**config.mk**
```make
export PLATFORM = sky130hd
export DESIGN_NAME = control_sequencer
export DESIGN_NICKNAME = d
export VERILOG_FILES = /design/src/rtl/control_sequencer.sv
export SDC_FILE = /design/constraint.sdc
export NUM_CORES = 1
export LEC_CHECK = 0
export ABC_AREA = 1
export BUFFER_PORTS_ARGS = -buffer_cell sky130_fd_sc_hd__buf_2
export CAP_MARGIN = 10
export CORE_MARGIN = 4
export CORE_UTILIZATION = 39
export DETAILED_ROUTE_END_ITERATION = 12
export GPL_ROUTABILITY_DRIVEN = 0
export PLACE_DENSITY = 0.76
export SLEW_MARGIN = 5
export SYNTH_ARGS = -nofsm -noshare
export SYNTH_HDL_FRONTEND = slang
export SYNTH_SLANG_ARGS = --single-unit
```
**constraint.sdc**
```tcl
create_clock -name Clock -period 1.66 [get_ports Clock]
set_input_delay 0.166 -clock Clock [delete_from_list [all_inputs] [get_ports Clock]]
set_output_delay 0.166 -clock Clock [all_outputs]
set_load 0.01 [all_outputs]
```
**src/rtl/control_sequencer.sv**
```systemverilog
// control_sequencer: Moore fetch/execute control unit for a single-bus datapath.
// Walks IDLE -> T0..T2 (fetch) -> T3..T6 (execute) and drives the register
// load / bus-drive strobes plus the ALU function code for each step.
// Optional feature: define CTRL_MULDIV_EN to enable MUL/DIV (T5 LOin, T6 HIin);
// without it those opcodes halt the sequencer like any unlisted opcode.
module control_sequencer (
    input  logic        Clock,
    input  logic        Clear,
    input  logic        Run,
    input  logic [31:0] IR,
    output logic        PCout,
    output logic        Zhiout,
    output logic        Zlowout,
    output logic        MDRout,
    output logic        MARin,
    output logic        PCin,
    output logic        MDRin,
    output logic        IRin,
    output logic        Yin,
    output logic        Zin,
    output logic        LOin,
    output logic        HIin,
    output logic        IncPC,
    output logic        Read,
    output logic        Gra,
    output logic        Grb,
    output logic        Grc,
    output logic        Rin,
    output logic        Rout,
    output logic [3:0]  alu_op,
    output logic        Halted
);

    typedef enum logic [3:0] {
        IDLE, T0, T1, T2, T3, T4, T5, T6, HALT
    } state_t;

    // Execute-phase shape of an opcode; selects which T3..T6 recipe runs.
    typedef enum logic [1:0] {
        CL_BINARY, CL_UNARY, CL_MULDIV, CL_ILLEGAL
    } op_class_t;

    state_t    state;
    state_t    next_state;
    logic [4:0] op_q;
    logic [4:0] cur_op;
    op_class_t  op_class;
    state_t     done_state;

    // Only the opcode field steers control; the operand fields belong to the datapath.
    logic unused_ir_bits;
    assign unused_ir_bits = ^IR[26:0];

    function automatic op_class_t classify(input logic [4:0] op);
        if (op <= 5'd7)
            return CL_BINARY;
        else if (op == 5'd8 || op == 5'd9)
            return CL_UNARY;
`ifdef CTRL_MULDIV_EN
        else if (op == 5'd10 || op == 5'd11)
            return CL_MULDIV;
`endif
        else
            return CL_ILLEGAL;
    endfunction

    // The datapath IR is loaded at the end of T2, so T3 decodes the live IR
    // opcode and captures it; T4..T6 then run from the captured copy.
    assign cur_op     = (state == T3) ? IR[31:27] : op_q;
    assign op_class   = classify(cur_op);
    assign done_state = Run ? T0 : IDLE;

    // State register with asynchronous clear.
    // NOTE: sequential state uses non-blocking (<=) so every flop samples pre-edge values.
    always_ff @(posedge Clock or posedge Clear) begin
        if (Clear)
            state <= IDLE;
        else
            state <= next_state;
    end

    // Opcode capture during T3 for the remaining execute steps.
    always_ff @(posedge Clock or posedge Clear) begin
        if (Clear)
            op_q <= 5'd0;
        else if (state == T3)
            op_q <= IR[31:27];
    end

    // Next-state and Moore strobe decode.
    always_comb begin
        // NOTE: every output gets a default first so no path can infer a latch.
        next_state = state;
        PCout      = 1'b0;
        Zhiout     = 1'b0;
        Zlowout    = 1'b0;
        MDRout     = 1'b0;
        MARin      = 1'b0;
        PCin       = 1'b0;
        MDRin      = 1'b0;
        IRin       = 1'b0;
        Yin        = 1'b0;
        Zin        = 1'b0;
        LOin       = 1'b0;
        HIin       = 1'b0;
        IncPC      = 1'b0;
        Read       = 1'b0;
        Gra        = 1'b0;
        Grb        = 1'b0;
        Grc        = 1'b0;
        Rin        = 1'b0;
        Rout       = 1'b0;
        alu_op     = 4'd0;
        Halted     = 1'b0;

        unique case (state)
            IDLE: begin
                if (Run)
                    next_state = T0;
            end
            T0: begin
                PCout      = 1'b1;
                MARin      = 1'b1;
                IncPC      = 1'b1;
                Zin        = 1'b1;
                next_state = T1;
            end
            T1: begin
                Zlowout    = 1'b1;
                PCin       = 1'b1;
                Read       = 1'b1;
                MDRin      = 1'b1;
                next_state = T2;
            end
            T2: begin
                MDRout     = 1'b1;
                IRin       = 1'b1;
                next_state = T3;
            end
            T3: begin
                unique case (op_class)
                    CL_BINARY, CL_MULDIV: begin
                        Grb        = 1'b1;
                        Rout       = 1'b1;
                        Yin        = 1'b1;
                        next_state = T4;
                    end
                    CL_UNARY: begin
                        Grb        = 1'b1;
                        Rout       = 1'b1;
                        Zin        = 1'b1;
                        alu_op     = cur_op[3:0];
                        next_state = T4;
                    end
                    default: next_state = HALT;
                endcase
            end
            T4: begin
                if (op_class == CL_UNARY) begin
                    Zlowout    = 1'b1;
                    Gra        = 1'b1;
                    Rin        = 1'b1;
                    next_state = done_state;
                end else begin
                    Grc        = 1'b1;
                    Rout       = 1'b1;
                    Zin        = 1'b1;
                    alu_op     = cur_op[3:0];
                    next_state = T5;
                end
            end
            T5: begin
                Zlowout = 1'b1;
`ifdef CTRL_MULDIV_EN
                if (op_class == CL_MULDIV) begin
                    LOin       = 1'b1;
                    next_state = T6;
                end else begin
                    Gra        = 1'b1;
                    Rin        = 1'b1;
                    next_state = done_state;
                end
`else
                Gra        = 1'b1;
                Rin        = 1'b1;
                next_state = done_state;
`endif
            end
            T6: begin
`ifdef CTRL_MULDIV_EN
                Zhiout     = 1'b1;
                HIin       = 1'b1;
                next_state = done_state;
`else
                next_state = IDLE;
`endif
            end
            HALT: begin
                Halted = 1'b1;
            end
            default: next_state = IDLE;
        endcase
    end

endmodule

```
Word-level counts from Yosys, hierarchy flattened
Cells that the tools add are included.
Widths: inputs -> output; s select.
{"block": "classes", "n_lt_le_gt_ge": 1, "n_eq_ne": 12, "muxes": 26, "n_bitwise": 1, "n_reduce_logical": 7}
{"op": "$pmux 4 s8", "n": 1}
{"op": "$mux 4", "n": 4}
{"op": "$eq 4x3->1 const B", "n": 3}
{"op": "$mux 1", "n": 12}
{"op": "$eq 5x4->1 const B", "n": 2}
{"op": "$eq 4x2->1 const B", "n": 2}
{"op": "$pmux 4 s2", "n": 1}
{"op": "$pmux 1 s2", "n": 3}
{"op": "$le 5x3->1 const B", "n": 1}
{"op": "$mux 5", "n": 1}
{"op": "$eq 4x1->1 const B", "n": 1}
{"op": "$eq 4x4->1 const B", "n": 1}
{"op": "$logic_not 4->1", "n": 1}
{"op": "$mux 2", "n": 2}
{"op": "$reduce_or 2->1", "n": 2}
{"op": "$mux 3", "n": 1}
{"op": "$pmux 1 s3", "n": 1}
{"op": "$reduce_or 3->1", "n": 1}
{"op": "$eq 2x1->1 const B", "n": 1}
{"op": "$eq 2x2->1 const B", "n": 1}
{"op": "$logic_not 2->1", "n": 1}
{"op": "$ne 2x2->1 const B", "n": 1}
{"op": "$reduce_and 2->1", "n": 1}
{"op": "$logic_or 1x1->1", "n": 1}
{"op": "$not 1->1", "n": 1}
{"block": "totals", "register_bits": 9, "inputBits": 35, "elab_cells": 49}

Longest topological paths before layout
{"block": "depth", "depth_word": 10, "depth_mapped": 12, "mapped_depth_nobuf": 12}

Least setup slack after synthesis
No wires, ideal clock.
{"block": "synth_timing", "path_type": "register -> output", "from": "register state[3]", "to": "output Zlowout", "arrival_time_ps": 1411, "required_ps": 1494, "setup_slack_ps": 83, "path_stages_with_launch": 11, "path_buffers": 0, "cell_sequence": "dfrtp_1 inv_2 nand2_2 nor2_4 nand2_1 nand2_1 nand2_2 nor2_4 inv_4 o21bai_4 or2_1"}
{"block": "synth_between", "elab_chain_cells": 9, "elab_cells_between_ends": 15, "classes_between": "order compare: 1; eq/ne: 7; mux: 5; reduce/logical: 2"}
{"element": "start: declaration", "line": "43", "text": "state_t state;"}
{"element": "start signal: assignment", "line": "79", "text": "state <= next_state;"}
{"element": "branches (longest 8 deep; another with $le 5x3->1)"}
{"element": "$pmux 1 s2 *", "line": "116", "text": "unique case (state)"}
{"element": "end: declaration", "line": "13", "text": "output logic Zlowout,"}
Every way passes the cells marked *.

Worst setup path after layout
{"block": "layout_timing", "from": "register state[0]", "to": "output alu_op[0]"}
{"block": "layout_between", "elab_chain_cells": 9, "elab_cells_between_ends": 13, "classes_between": "order compare: 1; eq/ne: 5; mux: 6; reduce/logical: 1"}
{"element": "$eq 4x3->1 *", "line": "69", "text": "assign cur_op = (state == T3) ? IR[31:27] : op_q;"}
{"element": "$mux 5 *"}
{"element": "net cur_op[0]", "line": "46", "text": "logic [4:0] cur_op;"}
{"element": "branches (longest 6 deep; another with $le 5x3->1)"}
{"element": "$pmux 4 s2 *", "line": "116"}
{"element": "end: declaration", "line": "30", "text": "output logic [3:0] alu_op,"}
Mark *: on every way through the listed nets, which the timed path passes.

==> metrics.txt <==
status finished, violations left; failing checks negative setup slack; Critical R2R Launch state[0]; global-route wire length before repair 3480 µm; final setup skew roughly 0.0043 ns; Sw Ratio 0.479; Reg2Reg Depth 12; clock share of power 0.076; CTS tree done; startpoint types register; # diodes 0; vias in the first global route roughly 800; final design utilization 0.667; layout cells sized above 1 0.616; Flop pwr share 0.188; DRT Pass-1 Iters 4; placed insts 170; CTS root buf clkbuf_4; Pins Over Slew Limit 0; Longest Clk Path Bufs 2; Final period util 1.21; TNS Setup -3.05 ns; Core Rows 15; Clock Latency Late Sink between 0.2 and 0.3 ns; pre-CTS setup slack -0.0324 ns; CP Class reg2out; clock-pin transition on the worst setup and hold timing paths 0.06 ns; Power per Cell Area 1850 mW/mm²; Sw Pwr 1.07 mW; Ports 59; Initial Util 0.432; area grow syn2layout 54.5%; die height 52.7 µm; RSZ-0062 raised after global routing true; Logic pwr share 0.736; Die X-Extent around 53 µm; sequential-to-total area share from yosys stat 0.289; Final setup viols 14; largest net degree at the start of global routing 10; Max-Cap Viols 0; CP cell instances nor2_4 > nand2_4 > buf_4 > buf_4 > buf_4 > nand2_1 > nand2_1 > nand2_1 > o21ai_2 > buf_2; Hold Crit Class in2reg; commonest non-fill, non-tap cells in the layout buf_2, buf_4, nand2_1, inv_1, nand2_2; Hold Crit Start IR[29]; #FFs+latches synth 9; crit path DAT roughly 1.8 ns; PortBufs 28; Post-Syn Instances between 100 and 150; reg-to-reg endpoint state[2]; Hold Path End op_q[2]; hpwl dp 1570 µm; Slowest cell on crit path dfrtp_2; WL/cell 11.9 µm; core area around 0.0018 mm²; CP required 1.49 ns; worst reg-to-reg setup slack -0.12 ns; H-tree depth 1; Iter 0 DRT Violations 9; # DRC 0; WHS Path Cells 3; initial antenna violation count 0; Synth cell types 23; total track usage 0.167; Syn. warnings 0; Fmax 0.499 GHz; Pint 1.16 mW; Mean Syn Cell Area 7.21 µm²; total CTS buffers 3; vias per cell approximately 4.6; commonest non-fill, non-tap cell in the layout buf_2; P_leak 0.686 nW; overflow left after global routing 0; Synth Cell Area 778 µm²; Min Hold Slack 0.154 ns; final hold violations 0; clock sink count 9; non-filler cells in the finished layout roughly 180; DR vias 852; CP endpoint kind output port; Routed WL 2190 µm; worst-path maximum fanout 8; Routed Antenna Nets 0; min Tclk post-route 2.00 ns; Final #Nets 195; Final WS setup -0.344 ns; die area 0.00277 mm²; slowest stage delay, CP between 0.4 and 0.5 ns; Worst VDD drop 0.940 mV
-- area by class of cell --
type / count / area [µm²]
clock buffers: 4 / 26.3
fillers: 140 / 599
inverters: 18 / 72.6
multi-input cells: 74 / 495
flip-flops and latches: 9 / 228
well taps: 25 / 31.3
repair buffers: 54 / 349
-- stage by stage --
stage                     instance area, µm²  power [mW]
after floorplan                          786        1.29
after global placement                  1010        1.70
after detailed placement                1010        1.74
after CTS                               1120        2.02
after global routing                    1200        2.39
final                                   1200        2.23
-- logic make-up after synthesis --
kind of cell	Yosys count	share of synthesized area
AND/OR/NAND/NOR	65	0.457
buffers and inverters	27	0.177
flip-flops	9	0.289
AO/OA/AOI/OAI	6	0.0724
other	1	0.00482
-- repair_timing --
action,4_1_cts,5_1_grt
pin swaps,3,7
setup endpoints to repair,14,21
hold endpoints to repair,9,0
hold buffers,1,0
buffers inserted,6,4
gates resized for setup,8,18
-- power groups by stage --
| stage | Clock (mW) | Sequential, mW | Combinational (mW) |
|---|---|---|---|
| 5_1_grt | 0.179 | 0.433 | 1.78 |
| 3_5_place_dp | 0 | 0.418 | 1.32 |
| 2_1_floorplan | 0 | 0.410 | 0.875 |
| 3_3_place_gp | 0 | 0.413 | 1.29 |
| 4_1_cts | 0.174 | 0.412 | 1.44 |
| 6_report | 0.170 | 0.418 | 1.64 |
-- metal layers --
metal / part of all wire / track usage
met2: 0.52 / 0.320
met5: 0 / 0
met1: 0.42 / 0.190
met4: 0.013 / 0.0511
met3: 0.042 / 0.0171
-- worst max-delay path by stage --
stage,endpoint,depth (start not counted),slack (ns),startpoint
after CTS,Zlowout,10,-0.30,state[1]
after global routing,alu_op[0],12,-0.41,state[0]
after floorplan,Zlowout,10,0.08,state[3]
after global placement,alu_op[0],12,-0.006,state[0]
final,alu_op[0],10,-0.34,state[0]
after detailed placement,alu_op[0],12,-0.03,state[0]
-- critical path: cells and delay by family, from the launching register on --
kind,cells,cell delay [ns]
AND/OR/NAND/NOR,5,0.57
flip-flops,1,0.44
AO/OA/AOI/OAI,1,0.05
buffers and inverters,4,0.53
-- cell usage after synthesis (all sizes together) --
library cell   n  share of area
inv           18          0.090
nor3           6          0.045
conb           1         0.0048
a21oi          1         0.0064
nand2         35           0.21
a211oi         1         0.0096
or2            1         0.0080
dfrtp          9           0.29
nand3b         3          0.029
nor2          13           0.12
o21ai          2          0.023
o21bai         2          0.034
nand3          7          0.045
buf            9          0.087
-- registers in the layout, summed over array words and instances, names as in the netlist --
name   cells
state      4
op_q       5
(Power assumes the default switching activity.)
